$ cat config.mk
export PLATFORM = sky130hd
export DESIGN_NAME = byte_packer
export DESIGN_NICKNAME = d
export VERILOG_FILES = /design/src/rtl/byte_packer_pkg.sv /design/src/rtl/byte_packer_idle.sv /design/src/rtl/byte_packer.sv
export SDC_FILE = /design/constraint.sdc
export NUM_CORES = 1
export LEC_CHECK = 0
export ABC_AREA = 0
export CORE_AREA = 2 2 80 82
export DETAILED_ROUTE_END_ITERATION = 6
export DIE_AREA = 0 0 82 84
export DONT_BUFFER_PORTS = 1
export PLACE_DENSITY = 0.69
export SLEW_MARGIN = 20
export SYNTH_ARGS = -nofsm -noshare
export SYNTH_HDL_FRONTEND = slang
export SYNTH_SLANG_ARGS = --single-unit
$ cat constraint.sdc
create_clock -name i_clk -period 5.4 [get_ports i_clk]
set_input_delay 1.08 -clock i_clk [delete_from_list [all_inputs] [get_ports i_clk]]
set_output_delay 1.08 -clock i_clk [all_outputs]
set_load 0.03 [all_outputs]
$ cat src/rtl/byte_packer_pkg.sv
// Shared constants and helpers for the byte_packer write-side packing stage.
package byte_packer_pkg;

  localparam int TIMEOUT_CYCLES_DEFAULT = 255;

  // Width of a count that must hold 0..n inclusive.
  function automatic int nbytes_width(input int n);
    return $clog2(n + 1);
  endfunction

endpackage

$ cat src/rtl/byte_packer_idle.sv
// idle_timer: saturating idle counter with synchronous clear and done flag.
// Compiled only when BYTE_PACKER_TIMEOUT_EN is defined.
`ifdef BYTE_PACKER_TIMEOUT_EN
module idle_timer
  import byte_packer_pkg::*;
#(
  parameter int LIMIT = TIMEOUT_CYCLES_DEFAULT
) (
  input  logic i_clk,
  input  logic i_rst,
  input  logic i_cg,
  input  logic i_clear,
  output logic o_done
);

  localparam int W = $clog2(LIMIT + 1);

  logic [W-1:0] count;

  assign o_done = (count == W'(LIMIT));

  // NOTE: sequential state is written with non-blocking assignments only, so
  // every flop samples pre-edge values regardless of process ordering.
  always_ff @(posedge i_clk or posedge i_rst) begin
    if (i_rst) begin
      count <= '0;
    end else if (i_cg) begin
      if (i_clear)      count <= '0;
      else if (!o_done) count <= count + W'(1);
    end
  end

endmodule
`endif

$ cat src/rtl/byte_packer.sv
// byte_packer: gathers BYTE_W-bit symbols into N_BYTES-wide words with a lane count.
// Define BYTE_PACKER_TIMEOUT_EN to add an automatic flush after TIMEOUT_CYCLES idle cycles.
module byte_packer
  import byte_packer_pkg::*;
#(
  parameter int BYTE_W         = 8,
  parameter int N_BYTES        = 4,
  parameter int TIMEOUT_CYCLES = TIMEOUT_CYCLES_DEFAULT
) (
  input  logic                                 i_clk,
  input  logic                                 i_rst,
  input  logic                                 i_cg,
  input  logic [BYTE_W-1:0]                    i_data,
  input  logic                                 i_valid,
  output logic                                 o_ready,
  input  logic                                 i_flush,
  output logic [N_BYTES*BYTE_W-1:0]            o_data,
  output logic [nbytes_width(N_BYTES)-1:0]     o_nBytes,
  output logic                                 o_valid,
  input  logic                                 i_ready
);

  localparam int CNT_W = nbytes_width(N_BYTES);
  localparam logic [CNT_W-1:0] CNT_FULL = CNT_W'(N_BYTES);
  localparam logic [CNT_W-1:0] CNT_LAST = CNT_W'(N_BYTES - 1);

  typedef logic [N_BYTES-1:0][BYTE_W-1:0] lanes_t;

  if (BYTE_W < 1 || N_BYTES < 2 || TIMEOUT_CYCLES < 1) begin : g_bad_params
    $error("byte_packer: illegal parameter combination");
  end

  lanes_t           acc;
  lanes_t           merged;
  lanes_t           out_lanes;
  logic [CNT_W-1:0] cnt;
  logic [CNT_W-1:0] fill_next;
  logic             flush_pend;
  logic             flush_req;
  logic             push;
  logic             out_free;
  logic             complete;

  assign o_ready   = (cnt < CNT_FULL);
  assign push      = i_valid && o_ready;
  assign out_free  = !o_valid || i_ready;
  assign fill_next = cnt + CNT_W'(push);
  assign o_data    = out_lanes;

`ifdef BYTE_PACKER_TIMEOUT_EN
  logic timeout;

  idle_timer #(.LIMIT(TIMEOUT_CYCLES)) u_idle_timer (
    .i_clk   (i_clk),
    .i_rst   (i_rst),
    .i_cg    (i_cg),
    .i_clear (push || (cnt == '0)),
    .o_done  (timeout)
  );

  assign flush_req = flush_pend || i_flush || timeout;
`else
  assign flush_req = flush_pend || i_flush;
`endif

  assign complete = (push && (cnt == CNT_LAST)) || (cnt == CNT_FULL) ||
                    (flush_req && ((cnt != '0) || push));

  // Accumulator view including this cycle's symbol, if any.
  always_comb begin
    merged = acc;
    for (int i = 0; i < N_BYTES; i++) begin
      if (push && (cnt == CNT_W'(i))) merged[i] = i_data;
    end
  end

  always_ff @(posedge i_clk or posedge i_rst) begin
    if (i_rst) begin
      // NOTE: the accumulator is reset (and cleared on every load) because the
      // unused lanes of an emitted word rely on it holding zeros above cnt.
      acc        <= '0;
      cnt        <= '0;
      flush_pend <= 1'b0;
      out_lanes  <= '0;
      o_nBytes   <= '0;
      o_valid    <= 1'b0;
    end else if (i_cg) begin
      if (complete && out_free) begin
        out_lanes  <= merged;
        o_nBytes   <= fill_next;
        o_valid    <= 1'b1;
        acc        <= '0;
        cnt        <= '0;
        flush_pend <= 1'b0;
      end else begin
        if (push) begin
          acc <= merged;
          cnt <= fill_next;
        end
        if (o_valid && i_ready) o_valid <= 1'b0;
        // A flush only stays pending while there is something to emit.
        flush_pend <= complete && flush_req;
      end
    end
  end

endmodule

# Word-level counts from Yosys, hierarchy flattened
# Index checks and enable logic that the tools add are counted.
[word_totals]
register_bits = 72
latch_bits = 0
ram_bits = 0
mem_bits_ro = 0
input_bits = 14
mem_count = 0
[op_classes]
addsub = 1
mul = 0
n_div = 0
order_cmp = 1
n_eq_ne = 4
shift = 0
n_mux = 11
n_bitwise = 0
n_reduce_logical = 22
[op_table]
columns = ["cell", "n"]
rows = [
  ["$mux W32", 2],
  ["$mux W8", 4],
  ["$logic_and A1 B1 Y1", 9],
  ["$eq A3 B2 Y1 const B", 2],
  ["$mux W3", 2],
  ["$reduce_and A2 Y1", 3],
  ["$logic_or A1 B1 Y1", 5],
  ["$reduce_bool A2 Y1", 2],
  ["$add A3 B1 Y3", 1],
  ["$eq A3 B1 Y1 const B", 1],
  ["$eq A3 B3 Y1 const B", 1],
  ["$logic_not A3 Y1", 1],
  ["$lt A3 B3 Y1 const B", 1],
  ["$mux W1", 3],
  ["$reduce_bool A3 Y1", 1],
  ["$logic_not A1 Y1", 1],
]

# Logic depth before layout (Yosys ltp)
[logic_depth]
depth_word = 8
mapped_depth = 7

# Worst setup path after synthesis
# Ideal clock, no wire load.
[synth_timing]
path_kind = "in2reg"
start = "input port i_flush"
end = "register acc[26] (netlist name)"
setup_ns = 0.067
arrival_ns = 2.243
setup_slack_ns = 3.089
cell_stages = 4
path_buffers = 0
path_cell_list = "o21ai_0 -> a41oi_4 -> a21boi_0 -> a22o_1"
[synth_between]
elab_chain_len = 6
elab_cells_between_ends = 7
[synth_rtl]
columns = ["element", "line", "text"]
rows = [
  ["start: declaration", "byte_packer.sv:16", "input logic i_flush,"],
  ["$logic_or A1 B1 Y1 *", "byte_packer.sv:63", "assign flush_req = flush_pend || i_flush;"],
  ["$logic_and A1 B1 Y1 *", "byte_packer.sv:67", "(flush_req && ((cnt != '0) || push));"],
  ["$logic_or A1 B1 Y1 *", "byte_packer.sv:66", "assign complete = (push && (cnt == CNT_LAST)) || (cnt == CNT_FULL) ||"],
  ["$logic_and A1 B1 Y1 *", "byte_packer.sv:88", "if (complete && out_free) begin"],
  ["$reduce_bool A2 Y1 (no line)", "n/a", ""],
  ["$reduce_and A2 Y1 (no line)", "n/a", ""],
  ["end signal: assignment", "byte_packer.sv:97", "acc <= merged;"],
  ["end: declaration", "byte_packer.sv:33", "lanes_t acc;"],
]
# Mark *: on every way between the ends. The rest lies on a longest branch, timed or not.
# A chain may end at the register's enable or synchronous reset.

# Final worst setup path
[layout_timing]
start = "input port i_valid"
end = "register out_lanes (netlist bit o_data[14])"
[layout_between]
elab_chain_len = 6
elab_cells_between_ends = 10
[layout_rtl]
columns = ["element", "line", "text"]
rows = [
  ["start: declaration", "byte_packer.sv:14", "input logic i_valid,"],
  ["$logic_and A1 B1 Y1 *", "byte_packer.sv:45", "assign push = i_valid && o_ready;"],
  ["$logic_and A1 B1 Y1 or $logic_or A1 B1 Y1 (tied branches)", "byte_packer.sv:66, byte_packer.sv:67", ""],
  ["$logic_or A1 B1 Y1 or $logic_and A1 B1 Y1 (tied branches)", "byte_packer.sv:66, byte_packer.sv:67", ""],
  ["$logic_or A1 B1 Y1", "byte_packer.sv:66", ""],
  ["$logic_and A1 B1 Y1", "byte_packer.sv:88", ""],
  ["$reduce_and A2 Y1 (no line)", "n/a", ""],
  ["end signal: assignment", "byte_packer.sv:89", "out_lanes <= merged;"],
  ["end: declaration", "byte_packer.sv:35", "lanes_t out_lanes;"],
]
# Marks and branches as above.

==> results.cfg <==
[run_status]
status = finished clean

[synth]
syn-cell-area_um2 = 3250
synth_commonest_cells = dfrtp_1, a21oi_1, mux2i_1
synth_area_leader_cell = dfrtp_1
ys_seq_elements = 72
synthAdderAreaFrac_pct = 0.385
yosysMostFrequentCell = dfrtp_1
synth_compound_area_share_pct = 21.8
ys_seq_area_share_pct = 55.4
synthMuxAreaShare_pct = 10.8
synth-main-ff-cell = dfrtp_1
synthArstFlopShare_pct = 100
synth_cells = 279
synth-simple-area-share_pct = 5.58
synthXorXnorAreaFrac_pct = 0.538
syn_area_per_cell_um2 = 11.7
syn_nets = 294
yosysUniqueCellTypes = 30
synth_top_family_by_area = compound AO/OA/AOI/OAI gates
yosysTopAreaCellShare_pct = 55.4
synth_edf_count = 0
yosys-top-cells-area = dfrtp_1, a21oi_1, mux2i_1
ys_warn_count = 0

[timing]
clock_skew_ns = 0.00939
setup_tns_ns = 0
maxSlewViolCount = 0
hold_viol_final = 0
setup_viol_count_final = 0
rsz0062_at_grt = false
worst_slew_pin_slew_ns = 0.987
period_needed_ns = 3.10
maxSlewHeadroom_pct = 34.2
finalCritPeriodShare_pct = 57.4
worst_slack_ns = 2.30
fmax_mhz = 323

[global_routing]
globalRouteTotalUtil_pct = 22.5
grt_pass1_wl_um = 11400
antenna_found_initial = 0
grt_pass1_vias = 2144
grt_max_degree = 73
grt-ovfl-total = 0

[clock_tree]
clock_latency_ns = 0.35
cts-root-buf = clkbuf_8
hold_buffers = 0
cts_sinks = 72
htree_levels = 3
cts_setup_buffers = 0
tritoncts = yes
cts_buffers = 9
clk_pin_slew_ns = 0.07
clock_path_buffers = 2
ctsResizeCount = 0

[power]
combPwrFrac_pct = 21.0
p_leak_nw = 1.52
p_seq_share_pct = 55.6
switchingPower_mw = 0.865
powerDensity_nw_per_um2 = 603
internal_power_mw = 1.21
clock_power_share_pct = 23.4
finalPower_mw = 2.07
switching_share_pct = 41.7
ir_worst_vdd_uv = 271

[hold_path]
hold-path-cell-count = 1
hold_end = acc[14]
hold_start = acc[14]
hold_class = flop to flop

[setup_path]
critPathLaunchType = input port
crit_arrival_ns = 3.33
worstSetupEndpointType = flop
timing.rr.end = o_data[14]
r2r_cells = 5
rr_startpoint = cnt[0]
crit_type = input port to flop
reg2reg_setup_slack_ns = 2.34
critPathRequiredTime_ns = 5.63
cp_max_fo = 25

[die]
coreArea_um2 = 6100
die_h_um = 84
fp.dieW_um = 82
die-area_um2 = 6890
io_pins = 51
fp-row-count = 29
initial_core_util_pct = 53.4

[route]
routed_wl_um = 7090
detail-route-antenna-nets = 0
drt_pass1_iterations = 4
drtIter0Drc = 228
wire_per_inst_um = 20.3
post_drt_via_cell_ratio = 6.17
vias = 2161
drc_errors = 0

[placed_design]
pre_cts_slack_ns = 1.93
dp_hpwl_um = 4260
gp_congestion = 0.726
io_buffers = 0

[job]
maxCapViolCount = 0

[cells_and_area]
fin_nets = 283
drive_gt1_share_pct = 9.89
fin_util_pct = 56.4
areaGrowthSynthToFinish_pct = 5.69
antenna_cells = 0
fillers = 523
## worst max-delay path, stage by stage
cell and delay [ns]:
nand4b_1 0.54, a41oi_4 0.43, and2_1 0.81, buf_4 0.35, a21oi_1 0.10
## power groups by stage
| stage | Combinational, mW | Clock, mW | Sequential [mW] |
|---|---|---|---|
| final | 0.435 | 0.485 | 1.15 |
| after global routing | 0.493 | 0.522 | 1.18 |
| after CTS | 0.438 | 0.496 | 1.16 |
| after detailed placement | 0.436 | 0 | 1.16 |
| after global placement | 0.426 | 0 | 1.16 |
| after floorplan | 0.416 | 0 | 1.11 |
## how the worst max path moves through the flow
stage                 start          to  slack [ns]  depth (start not counted)
detailed placement  i_valid  o_data[14]        1.93                          5
CTS                 i_valid  o_data[14]        2.32                          5
global route         cnt[0]  o_data[12]        2.15                          5
floorplan             i_rst      acc[0]        2.50                          1
global placement    i_valid  o_data[12]        2.02                          5
finish              i_valid  o_data[14]        2.30                          5
## placed cells by master, fill, tap and decap left out, types with 2 or more instances in the layout
cell       instances
mux2_2             2
nand4_1            3
and4bb_2           2
nand2_1            8
nor3b_1            2
nor2_1             6
o21ai_1            4
xnor2_1            2
a22o_1            32
and2_1             2
mux2i_1           33
a21oi_1           70
o21ai_0            2
dfrtp_1           72
clkbuf_8          11
bufinv_16          2
clkinv_2           2
buf_4              4
## layout make-up
cell class / count / area, µm² / share of cell area [%]
clock buffers: 11 / 151 / 4.40
well taps: 77 / 96.3 / 2.80
multi-input cells: 179 / 1270 / 37.0
clock inverters: 5 / 78.8 / 2.29
repair buffers: 4 / 30.0 / 0.873
inverters: 2 / 7.51 / 0.218
flip-flops and latches: 72 / 1800 / 52.4
## per-layer routing
layer  global-route usage, %  up-vias  share of wire (%)
li1                        -     1002                  -
met1                    34.4     1071                 47
met2                    29.5       78                 44
met3                    6.28       10                7.5
met4                    10.5        0                1.7
met5                       0        -                  0
## cell families (layout without fill, tap and decap cells)
logic type | after synthesis | count (layout)
AOI/OAI and AO/OA | 112 | 112
DFF | 72 | 72
muxes | 35 | 35
and+or+nand+nor | 29 | 29
buffers and inverters | 28 | 22
xor gates and xnor gates | 2 | 2
adders and majority gates | 1 | 1
## state kept, by name (all words and copies together), names as in the netlist
register    count
o_nBytes        3
o_valid         1
flush_pend      1
cnt             3
acc            32
o_data         32
## per-stage QoR
stage / area [µm²] / cells / hold WS, ns
after floorplan: 3250 / 279 / 0.465
after detailed placement: 3210 / 334 / 0.482
after global routing: 3440 / 350 / 0.512
after global placement: 3210 / 334 / 0.483
final: 3440 / 350 / 0.502
after CTS: 3440 / 350 / 0.506
Note: power is estimated with default switching activity, not from simulation.
